## src/rtl/imm_gen_pkg.sv

```systemverilog
`default_nettype none
// ============================================================================
// Module  : imm_gen_pkg
// Purpose : Shared types and constants for the OTTER immediate-decode stage:
//           format codes, RV32/RV64 base opcodes and the buffered entry record.
// Ports   : none (package)
// Config  : IMMGEN_ZIMM_EN enables the FMT_Z (CSR zimm) decode in users.
// Revision: 1.0 - initial release
// ============================================================================
package imm_gen_pkg;

  // Widest supported datapath; buffered entries are stored at this width and
  // narrower instances use only the low XLEN bits.
  localparam int c_XLEN_MAX = 64;

  typedef enum logic [2:0] {
    FMT_R   = 3'd0,
    FMT_I   = 3'd1,
    FMT_S   = 3'd2,
    FMT_B   = 3'd3,
    FMT_U   = 3'd4,
    FMT_J   = 3'd5,
    FMT_Z   = 3'd6,
    FMT_ILL = 3'd7
  } imm_fmt_t;

  localparam logic [6:0] c_OPC_LUI    = 7'b0110111;
  localparam logic [6:0] c_OPC_AUIPC  = 7'b0010111;
  localparam logic [6:0] c_OPC_JAL    = 7'b1101111;
  localparam logic [6:0] c_OPC_JALR   = 7'b1100111;
  localparam logic [6:0] c_OPC_LOAD   = 7'b0000011;
  localparam logic [6:0] c_OPC_OPIMM  = 7'b0010011;
  localparam logic [6:0] c_OPC_SYSTEM = 7'b1110011;
  localparam logic [6:0] c_OPC_STORE  = 7'b0100011;
  localparam logic [6:0] c_OPC_BRANCH = 7'b1100011;
  localparam logic [6:0] c_OPC_OP     = 7'b0110011;

  typedef struct packed {
    logic [c_XLEN_MAX-1:0] imm;
    imm_fmt_t              fmt;
    logic [c_XLEN_MAX-1:0] target;
    logic [c_XLEN_MAX-1:0] pc;
    logic                  illegal;
  } decode_entry_t;

endpackage
`default_nettype wire

```

## src/rtl/imm_decode_comb.sv

```systemverilog
`default_nettype none
// ============================================================================
// Module  : imm_decode_comb
// Purpose : Combinational opcode classification, sign-extended immediate and
//           PC-relative target generation.
// Ports   : i_inst   - 32-bit instruction word
//           i_pc     - instruction address (XLEN)
//           o_imm    - immediate, sign-extended to XLEN (zero for R/ILL)
//           o_fmt    - instruction format code
//           o_target - i_pc + o_imm modulo 2^XLEN
//           o_illegal- opcode not recognised
// Config  : IMMGEN_ZIMM_EN - CSR*I instructions decode as FMT_Z with the
//           5-bit zimm field zero-extended; otherwise they decode as FMT_I.
// Revision: 1.0 - initial release
// ============================================================================
module imm_decode_comb
  import imm_gen_pkg::*;
#(
  parameter int XLEN = 32
) (
  input  logic [31:0]     i_inst,
  input  logic [XLEN-1:0] i_pc,
  output logic [XLEN-1:0] o_imm,
  output imm_fmt_t        o_fmt,
  output logic [XLEN-1:0] o_target,
  output logic            o_illegal
);

  imm_fmt_t w_fmt;

  always_comb begin
    w_fmt = FMT_ILL;
    case (i_inst[6:0])
      c_OPC_LUI, c_OPC_AUIPC:            w_fmt = FMT_U;
      c_OPC_JAL:                         w_fmt = FMT_J;
      c_OPC_JALR, c_OPC_LOAD, c_OPC_OPIMM: w_fmt = FMT_I;
      c_OPC_SYSTEM: begin
`ifdef IMMGEN_ZIMM_EN
        // funct3[2] set selects the immediate CSR forms.
        w_fmt = i_inst[14] ? FMT_Z : FMT_I;
`else
        w_fmt = FMT_I;
`endif
      end
      c_OPC_STORE:                       w_fmt = FMT_S;
      c_OPC_BRANCH:                      w_fmt = FMT_B;
      c_OPC_OP:                          w_fmt = FMT_R;
      default:                           w_fmt = FMT_ILL;
    endcase
  end

  // Sized casts of signed operands sign-extend to XLEN, which also covers the
  // U format on 64-bit datapaths.
  always_comb begin
    o_imm = '0;
    case (w_fmt)
      FMT_I: o_imm = XLEN'($signed(i_inst[31:20]));
      FMT_S: o_imm = XLEN'($signed({i_inst[31:25], i_inst[11:7]}));
      FMT_B: o_imm = XLEN'($signed({i_inst[31], i_inst[7], i_inst[30:25],
                                    i_inst[11:8], 1'b0}));
      FMT_U: o_imm = XLEN'($signed({i_inst[31:12], 12'b0}));
      FMT_J: o_imm = XLEN'($signed({i_inst[31], i_inst[19:12], i_inst[20],
                                    i_inst[30:21], 1'b0}));
      FMT_Z: o_imm = XLEN'(i_inst[19:15]);
      default: o_imm = '0;
    endcase
  end

  assign o_fmt     = w_fmt;
  assign o_target  = i_pc + o_imm;
  assign o_illegal = (w_fmt == FMT_ILL);

endmodule
`default_nettype wire

```

## src/rtl/imm_decode_stage.sv

```systemverilog
`default_nettype none
// ============================================================================
// Module  : imm_decode_stage
// Purpose : Registered immediate-decode stage with valid/ready handshake and
//           a two-entry (main + skid) buffer so in_ready is a pure register.
// Ports   : CLK, RST (async, active-high), flush (sync discard)
//           in_valid/in_ready/in_inst/in_pc       - upstream handshake
//           out_valid/out_ready                   - downstream handshake
//           out_imm/out_fmt/out_target/out_pc/out_illegal - decoded entry
// Params  : XLEN - datapath width, 32 or 64
// Config  : IMMGEN_ZIMM_EN - forwarded to imm_decode_comb (FMT_Z decode)
// Revision: 1.0 - initial release
// ============================================================================
module imm_decode_stage
  import imm_gen_pkg::*;
#(
  parameter int XLEN = 32
) (
  input  logic            CLK,
  input  logic            RST,
  input  logic            flush,
  input  logic            in_valid,
  output logic            in_ready,
  input  logic [31:0]     in_inst,
  input  logic [XLEN-1:0] in_pc,
  output logic            out_valid,
  input  logic            out_ready,
  output logic [XLEN-1:0] out_imm,
  output logic [2:0]      out_fmt,
  output logic [XLEN-1:0] out_target,
  output logic [XLEN-1:0] out_pc,
  output logic            out_illegal
);

  logic [XLEN-1:0] w_decImm;
  logic [XLEN-1:0] w_decTarget;
  imm_fmt_t        w_decFmt;
  logic            w_decIllegal;
  decode_entry_t   w_newEntry;

  decode_entry_t   r_main;
  decode_entry_t   r_skid;
  logic            r_mainValid;
  logic            r_skidValid;

  logic            w_inFire;
  logic            w_outFire;
  logic            w_mainFree;

  imm_decode_comb #(
    .XLEN(XLEN)
  ) u_decode (
    .i_inst   (in_inst),
    .i_pc     (in_pc),
    .o_imm    (w_decImm),
    .o_fmt    (w_decFmt),
    .o_target (w_decTarget),
    .o_illegal(w_decIllegal)
  );

  always_comb begin
    w_newEntry         = '0;
    w_newEntry.imm     = c_XLEN_MAX'(w_decImm);
    w_newEntry.fmt     = w_decFmt;
    w_newEntry.target  = c_XLEN_MAX'(w_decTarget);
    w_newEntry.pc      = c_XLEN_MAX'(in_pc);
    w_newEntry.illegal = w_decIllegal;
  end

  assign w_inFire   = in_valid && !r_skidValid;
  assign w_outFire  = r_mainValid && out_ready;
  // Main can take a new occupant on this edge if empty or being drained.
  assign w_mainFree = !r_mainValid || w_outFire;

  always_ff @(posedge CLK or posedge RST) begin
    if (RST) begin
      r_main      <= '0;
      r_skid      <= '0;
      r_mainValid <= 1'b0;
      r_skidValid <= 1'b0;
    end else if (flush) begin
      r_mainValid <= 1'b0;
      r_skidValid <= 1'b0;
    end else if (w_mainFree) begin
      // Skid is always older than the incoming entry, so it moves first.
      // A full skid also means in_ready was low, so no input fires here.
      if (r_skidValid) begin
        r_main      <= r_skid;
        r_mainValid <= 1'b1;
        r_skidValid <= 1'b0;
      end else if (w_inFire) begin
        r_main      <= w_newEntry;
        r_mainValid <= 1'b1;
      end else begin
        r_mainValid <= 1'b0;
      end
    end else if (w_inFire) begin
      r_skid      <= w_newEntry;
      r_skidValid <= 1'b1;
    end
  end

  assign in_ready    = !r_skidValid;
  assign out_valid   = r_mainValid;
  assign out_imm     = r_main.imm[XLEN-1:0];
  assign out_fmt     = r_main.fmt;
  assign out_target  = r_main.target[XLEN-1:0];
  assign out_pc      = r_main.pc[XLEN-1:0];
  assign out_illegal = r_main.illegal;

  // Narrow instances never read the upper halves of the stored entry.
  generate
    if (XLEN < c_XLEN_MAX) begin : g_unusedHi
      logic w_unusedHi;
      assign w_unusedHi = ^{r_main.imm[c_XLEN_MAX-1:XLEN],
                            r_main.target[c_XLEN_MAX-1:XLEN],
                            r_main.pc[c_XLEN_MAX-1:XLEN]};
    end
  endgenerate

endmodule
`default_nettype wire

```

## config.mk

```make
export PLATFORM = sky130hd
export DESIGN_NAME = imm_decode_stage
export DESIGN_NICKNAME = d
export VERILOG_FILES = /design/src/rtl/imm_gen_pkg.sv /design/src/rtl/imm_decode_comb.sv /design/src/rtl/imm_decode_stage.sv
export SDC_FILE = /design/constraint.sdc
export NUM_CORES = 1
export LEC_CHECK = 0
export ABC_AREA = 1
export BUFFER_PORTS_ARGS = -buffer_cell sky130_fd_sc_hd__buf_4
export CAP_MARGIN = 20
export CELL_PAD_IN_SITES_DETAIL_PLACEMENT = 2
export CELL_PAD_IN_SITES_GLOBAL_PLACEMENT = 2
export CORE_ASPECT_RATIO = 1.5
export CORE_MARGIN = 3
export CORE_UTILIZATION = 35
export CTS_CLUSTER_SIZE = 24
export DETAILED_ROUTE_END_ITERATION = 7
export PLACE_DENSITY = 0.89
export SLEW_MARGIN = 20
export SYNTH_ARGS = -nofsm -noshare
export SYNTH_HDL_FRONTEND = slang
export SYNTH_SLANG_ARGS = --single-unit
```

## constraint.sdc

```tcl
create_clock -name CLK -period 18.2 [get_ports CLK]
set_input_delay 2.73 -clock CLK [delete_from_list [all_inputs] [get_ports CLK]]
set_output_delay 2.73 -clock CLK [all_outputs]
set_load 0.02 [all_outputs]
```

# Word-level counts from Yosys, hierarchy flattened
# Index checks and enable logic that the tools add are counted.
totals:
  register_bits: 202
  in_bits: 69
  out_inout_bits: 102
  elab_cells: 55
op_classes:
  add_sub_neg: 1
  n_eq_ne: 17
  n_mux: 11
  n_bitwise: 2
  n_reduce_logical: 12
op_table:
  columns: ["op", "n"]
  rows:
  - ["$mux W164", 2]
  - ["$pmux W32 S6", 1]
  - ["$add A32 B32 Y32", 1]
  - ["$eq A7 B7 Y1 const B", 4]
  - ["$eq A7 B6 Y1 const B", 3]
  - ["$pmux W3 S6", 1]
  - ["$eq A7 B5 Y1 const B", 2]
  - ["$eq A3 B3 Y1 const B", 4]
  - ["$eq A7 B2 Y1 const B", 1]
  - ["$mux W1", 7]
  - ["$eq A3 B2 Y1 const B", 2]
  - ["$reduce_and A3 Y1", 2]
  - ["$reduce_bool A2 Y1", 2]
  - ["$reduce_or A4 Y1", 1]
  - ["$eq A3 B1 Y1 const B", 1]
  - ["$reduce_bool A3 Y1", 1]
  - ["$logic_and A1 B1 Y1", 2]
  - ["$logic_not A1 Y1", 2]
  - ["$not A1 Y1", 2]
  - ["$reduce_or A2 Y1", 1]
  - ["$logic_or A1 B1 Y1", 1]

# Depth between registers and ports, before layout
depth:
  ltp_word: 8
  mapped_depth: 24

# By module
# A second synthesis with hierarchy kept.
unflattened:
  hier_cells: 1794
  hier_area_um2: 12161.7
by_module_without_submodules:
  columns: ["module", "instances", "cells_each", "area_per_inst_um2", "seq_area_each_um2"]
  rows:
  - ["imm_decode_stage", 1, 1206, 9213.8, 5054.8]
  - ["imm_decode_comb", 1, 588, 2947.8, 0.0]

# Least setup slack after synthesis
# OpenSTA, ideal clock, no wires.
synth_timing:
  path_type: "in2reg"
  start: "input port in_inst[1]"
  end: "register r_main (netlist bit out_target[18])"
  setup_ns: 0.117
  arrival_ns: 5.046
  setup_slack_ns: 13.037
  cell_stages: 21
  n_path_buf: 0
  cell_sequence: "nand2_1 > nor2_2 > nand3_1 > nand2_1 > inv_2 > o22ai_1 > ha_1 > inv_1 > fa_1 > inv_1 > nand3_1 > nand2_1 > nand2_1 > nand2_1 > nand2_1 > nand3_1 > nand2_1 > nand3_1 > nand3_1 > nand2_1 > nand2_1"
synth_via:
  elab_chain_len: 8
  word_cells_on_any_way: 23
  classes_between: "add/sub: 1; eq/ne: 16; mux: 4; reduce/logical: 2"
synth_lines:
  columns: ["element", "line_no", "source"]
  rows:
  - ["start: declaration", "imm_decode_stage.sv:24", "input logic [31:0] in_inst,"]
  - ["$eq A7 B7 Y1 (tied with other cells)", "imm_decode_comb.sv:33", "case (i_inst[6:0])"]
  - ["$reduce_or A4 Y1 (no source line) / $reduce_or A2 Y1 (equally long branches)", null, null]
  - ["$pmux W3 S6 (*)", "imm_decode_comb.sv:33", null]
  - ["$eq A3 B3 Y1 (tied with other cells)", "imm_decode_comb.sv:56", "case (w_fmt)"]
  - ["$pmux W32 S6 (*)", "imm_decode_comb.sv:56", null]
  - ["net u_decode.o_imm[0]", "imm_decode_comb.sv:23", "output logic [XLEN-1:0] o_imm,"]
  - ["$add A32 B32 Y32 (*)", "imm_decode_comb.sv:70", "assign o_target = i_pc + o_imm;"]
  - ["$mux W164 (*)", "imm_decode_stage.sv:91", "end else if (w_inFire) begin"]
  - ["$mux W164 (*)", "imm_decode_stage.sv:87", "if (r_skidValid) begin"]
  - ["end signal: assignment", "imm_decode_stage.sv:88", "r_main <= r_skid;"]
  - ["end signal: assignment", "imm_decode_stage.sv:92", "r_main <= w_newEntry;"]
  - ["end: declaration", "imm_decode_stage.sv:41", "decode_entry_t r_main;"]
# The timed path passes the listed nets; every way through them passes the cells marked *. The select of a mux whose other input is x is not followed.
# A chain may end at the register's enable or synchronous reset.

# Worst setup path after layout
layout_timing:
  start: "input port in_inst[3]"
  end: "register r_skid[83] (netlist bit)"
layout_via:
  elab_chain_len: 6
  word_cells_on_any_way: 21
  classes_between: "add/sub: 1; eq/ne: 16; mux: 2; reduce/logical: 2"
layout_lines:
  columns: ["element", "line_no", "source"]
  rows:
  - ["$eq A7 B7 Y1 (tied with other cells)", "imm_decode_comb.sv:33", null]
  - ["$reduce_or A4 Y1 (no source line) / $reduce_or A2 Y1 (equally long branches)", null, null]
  - ["$pmux W3 S6 (*)", "imm_decode_comb.sv:33", null]
  - ["$eq A3 B3 Y1 (tied with other cells)", "imm_decode_comb.sv:56", null]
  - ["$pmux W32 S6 (*)", "imm_decode_comb.sv:56", null]
  - ["net u_decode.o_imm[0]", "imm_decode_comb.sv:23", null]
  - ["$add A32 B32 Y32 (*)", "imm_decode_comb.sv:70", null]
  - ["end signal: assignment", "imm_decode_stage.sv:98", "r_skid <= w_newEntry;"]
  - ["end: declaration", "imm_decode_stage.sv:42", "decode_entry_t r_skid;"]
# The timed path passes the listed nets; every way through them passes the cells marked *.

==> run_results.csv <==
group,metric,value,unit
detailed_routing,met3WireLength,1310,um
yosys,synth.top_cell.area_share,45.2,%
setup_path,critPathSlowestCell,"fa_1",
yosys,synth_area_per_cell,7.31,um2
floorplan,die-area,34200,um2
yosys,synth_edf_count,0,
detailed_routing,ant_nets,0,
cts,htree_num_levels,1,
setup_path,crit_required,18.56,ns
setup_path,critPathKind,"primary input to flip-flop",
detailed_routing,top_layer_used,"met4",
sta,worst_pin_slew,1.01,ns
setup_path,crit_path_cell_trace,"buf_4 > inv_1 > nand2_1 > nor2_2 > nand3_1 > nand2_1 > inv_2 > o22ai_1 > ha_1 > inv_1 > fa_1 > inv_1 > nand3_1 > nand2_1 > nand2_1 > nand2_1 > nand2_1 > nand3_1 > nand2_1 > nand3_1 > nand2_1 > nand2_1 > o21ai_0",
yosys,yosysSeqAreaShare,45.2,%
detailed_routing,drcViolationCount,0,
detailed_routing,firstDrtPassIters,4,
setup_path,rr_worst_depth,11,
min_path,worstHoldPathType,"flip-flop to flip-flop",
detailed_routing,met1_length,18500,um
setup_path,critPathArrivalTime,6.30,ns
yosys,synth_common_cells,"491 x nand2_1, 202 x dfrtp_1, 183 x inv_1, 161 x o21ai_0",
cts,cts_setup_buffers,0,
layout,multiInputGateArea,5080,um2
yosys,ys_types,39,
layout,fin_nets,1767,
floorplan,initial_core_util,35.8,%
cts,clk_pin_slew_worst_paths,0.06,ns
detailed_routing,routed_wl,46300,um
sta,period_share,32.6,%
run,maxCapViolCount,0,
cts,clk_latency,0.53,ns
min_path,hp-start,"out_target[24]",
floorplan,ios,171,
sta,skew,0.0260,ns
cts,cts_inserted_buffers,22,
min_path,min_delay_worst_endpoint,"out_target[24]",
yosys,synth_fp_nets,1630,
pwr,vdd_drop_max,0.0000649,V
setup_path,cp_slowest_stage_delay,0.42,ns
yosys,yosysWarnings,0,
yosys,synth_top_area_cell,"dfrtp_1",
detailed_routing,drt_iter0_markers,491,
setup_path,cp_max_fo,5,
run_status,status,"completed",
yosys,synth_flop_cell,"dfrtp_1",
sta,period_needed,5.93,ns
placed_design,placed_area,12700,um2
layout,synthToLayoutAreaGrowth,20.5,%
pwr,p_total,1.32,mW
layout,final_util,43.1,%
cts,tritoncts,"yes",
cts,postCtsHoldBufs,0,
layout,regArea,5060,um2
placed_design,io_buffers,170,
floorplan,die_x,152,um
yosys,syn-cell-area,11200,um2
detailed_routing,num_vias,11100,
global_route,antenna_found_initial,0,
setup_path,r2r_start,"r_skidValid",
min_path,holdPathStages,2,
cts,clock-sinks,202,
pwr,power.leakage,7.37,nW
sta,hold_viol_final,0,
cts,cts_root_buf,"clkbuf_16",
layout,nFillCells,3677,
yosys,synth.area.top_cells,"dfrtp_1 45%, nand2_1 16%, o21ai_0 7.2%",
setup_path,crit_top_cell,"nand2_1",
setup_path,start_kind,"primary input",
detailed_routing,wl_met2,23700,um
sta,maxSlewViolCount,0,
sta,setup_viol,0,
cts,clock_path_buffers,3,
detailed_routing,vias_per_cell,5.33,
setup_path,r2r-end,"out_target[5]",
layout,antenna_cells,0,
layout,final_area,13500,um2
yosys,yosys_register_bits,202,
yosys,synth_most_common_cell,"nand2_1",
sta,fin_setup_tns,0,ns
yosys,ys_async_sr_fraction,100,%
global_route,grt_max_degree,134,
floorplan,row_count,79,
floorplan,fp.coreArea,31200,um2
yosys,syn_inst,1529,
placed_design,dp_hpwl,32900,um
global_route,overflow,0,
global_route,grt_pass1_wl,72800,um
detailed_routing,wl_per_cell,22.2,um
setup_path,critPathCaptureType,"flip-flop",
layout,drive_gt1_share,15.2,%
sta,clock.fmax,169,MHz
placed_design,place_congestion,0.916,
global_route,grt_pass1_vias,12600,
pwr,power_per_cell_area,98.3,nW/um2
sta,grt_setup_unrepaired,"no",
floorplan,die_h,225,um
sta,slew-limit-headroom,32.5,%
sta,whs,0.483,ns
cts,ctsResizeCount,0,
setup_path,reg2reg_setup_slack,14.78,ns
global_route,grt_use_total,26.8,%
[critical path: cells and delay by family]
family	cells	cell delay (ns)
compound gates	2	0.51
fa+ha+maj	2	0.76
buf+inv	5	0.44
simple gates	14	1.86
[cells in the final DEF, fill, tap and decap left out, types with 11 or more instances in the layout]
cell	instances
a21oi_1	73
inv_1	182
dfrtp_1	201
nand3_1	58
nand2_1	491
a21oi_2	11
o21ai_0	161
ha_1	31
o21ai_1	87
nor2_1	87
clkbuf_16	22
buf_4	178
[cell type report]
class                           instances  area share, %
Inverter                              194           5.52
Clock buffer                           32           4.88
Timing Repair Buffer                  179           10.0
Tap cell                              405           3.76
Sequential cell                       202           37.5
Multi-Input combinational cell       1067           37.7
Clock inverter                          8          0.622
[how the worst max path moves through the flow]
| stage | start | endpoint | slack (ns) | depth (start not counted) |
|---|---|---|---|---|
| after detailed placement | in_inst[3] | r_skid[83] | 11.97 | 23 |
| after global placement | in_inst[3] | out_target[18] | 12.14 | 23 |
| final | in_inst[3] | r_skid[83] | 12.27 | 23 |
| after floorplan | RST | out_fmt[0] | 9.96 | 1 |
| after CTS | in_inst[3] | r_skid[83] | 12.37 | 23 |
| after global routing | in_inst[3] | r_skid[83] | 12.08 | 23 |
[registers in the layout, indices dropped and copies added (netlist names)]
name / flops
out_fmt: 3
out_illegal: 1
out_imm: 32
out_pc: 32
out_valid: 1
r_skid: 100
r_skidValid: 1
out_target: 32
[power breakdown]
group / internal [mW] / total, mW / switching (mW)
registers: 0.525 / 0.570 / 0.0443
logic: 0.105 / 0.291 / 0.186
clock network: 0.266 / 0.464 / 0.198
[metrics by stage]
stage               worst slack [ns]  instances
floorplan                       9.96       1529
global placement               12.14       2047
detailed placement             11.97       2047
CTS                            12.37       2087
global route                   12.08       2087
finish                         12.27       2087
[cells by family after synthesis]
| group | after synthesis | synth area share (%) |
|---|---|---|
| xor+xnor | 14 | 1.10 |
| compound gates | 353 | 16.7 |
| buf+inv | 260 | 9.37 |
| flops | 202 | 45.2 |
| fa+ha+maj | 32 | 3.65 |
| simple gates | 668 | 24.0 |
[metal layers]
metal	up-vias	track usage (%)
met3	113	2.31
met5	-	0
met4	0	14.0
met2	244	48.5
met1	5635	31.5
li1	5135	-
(Power assumes the default switching activity.)
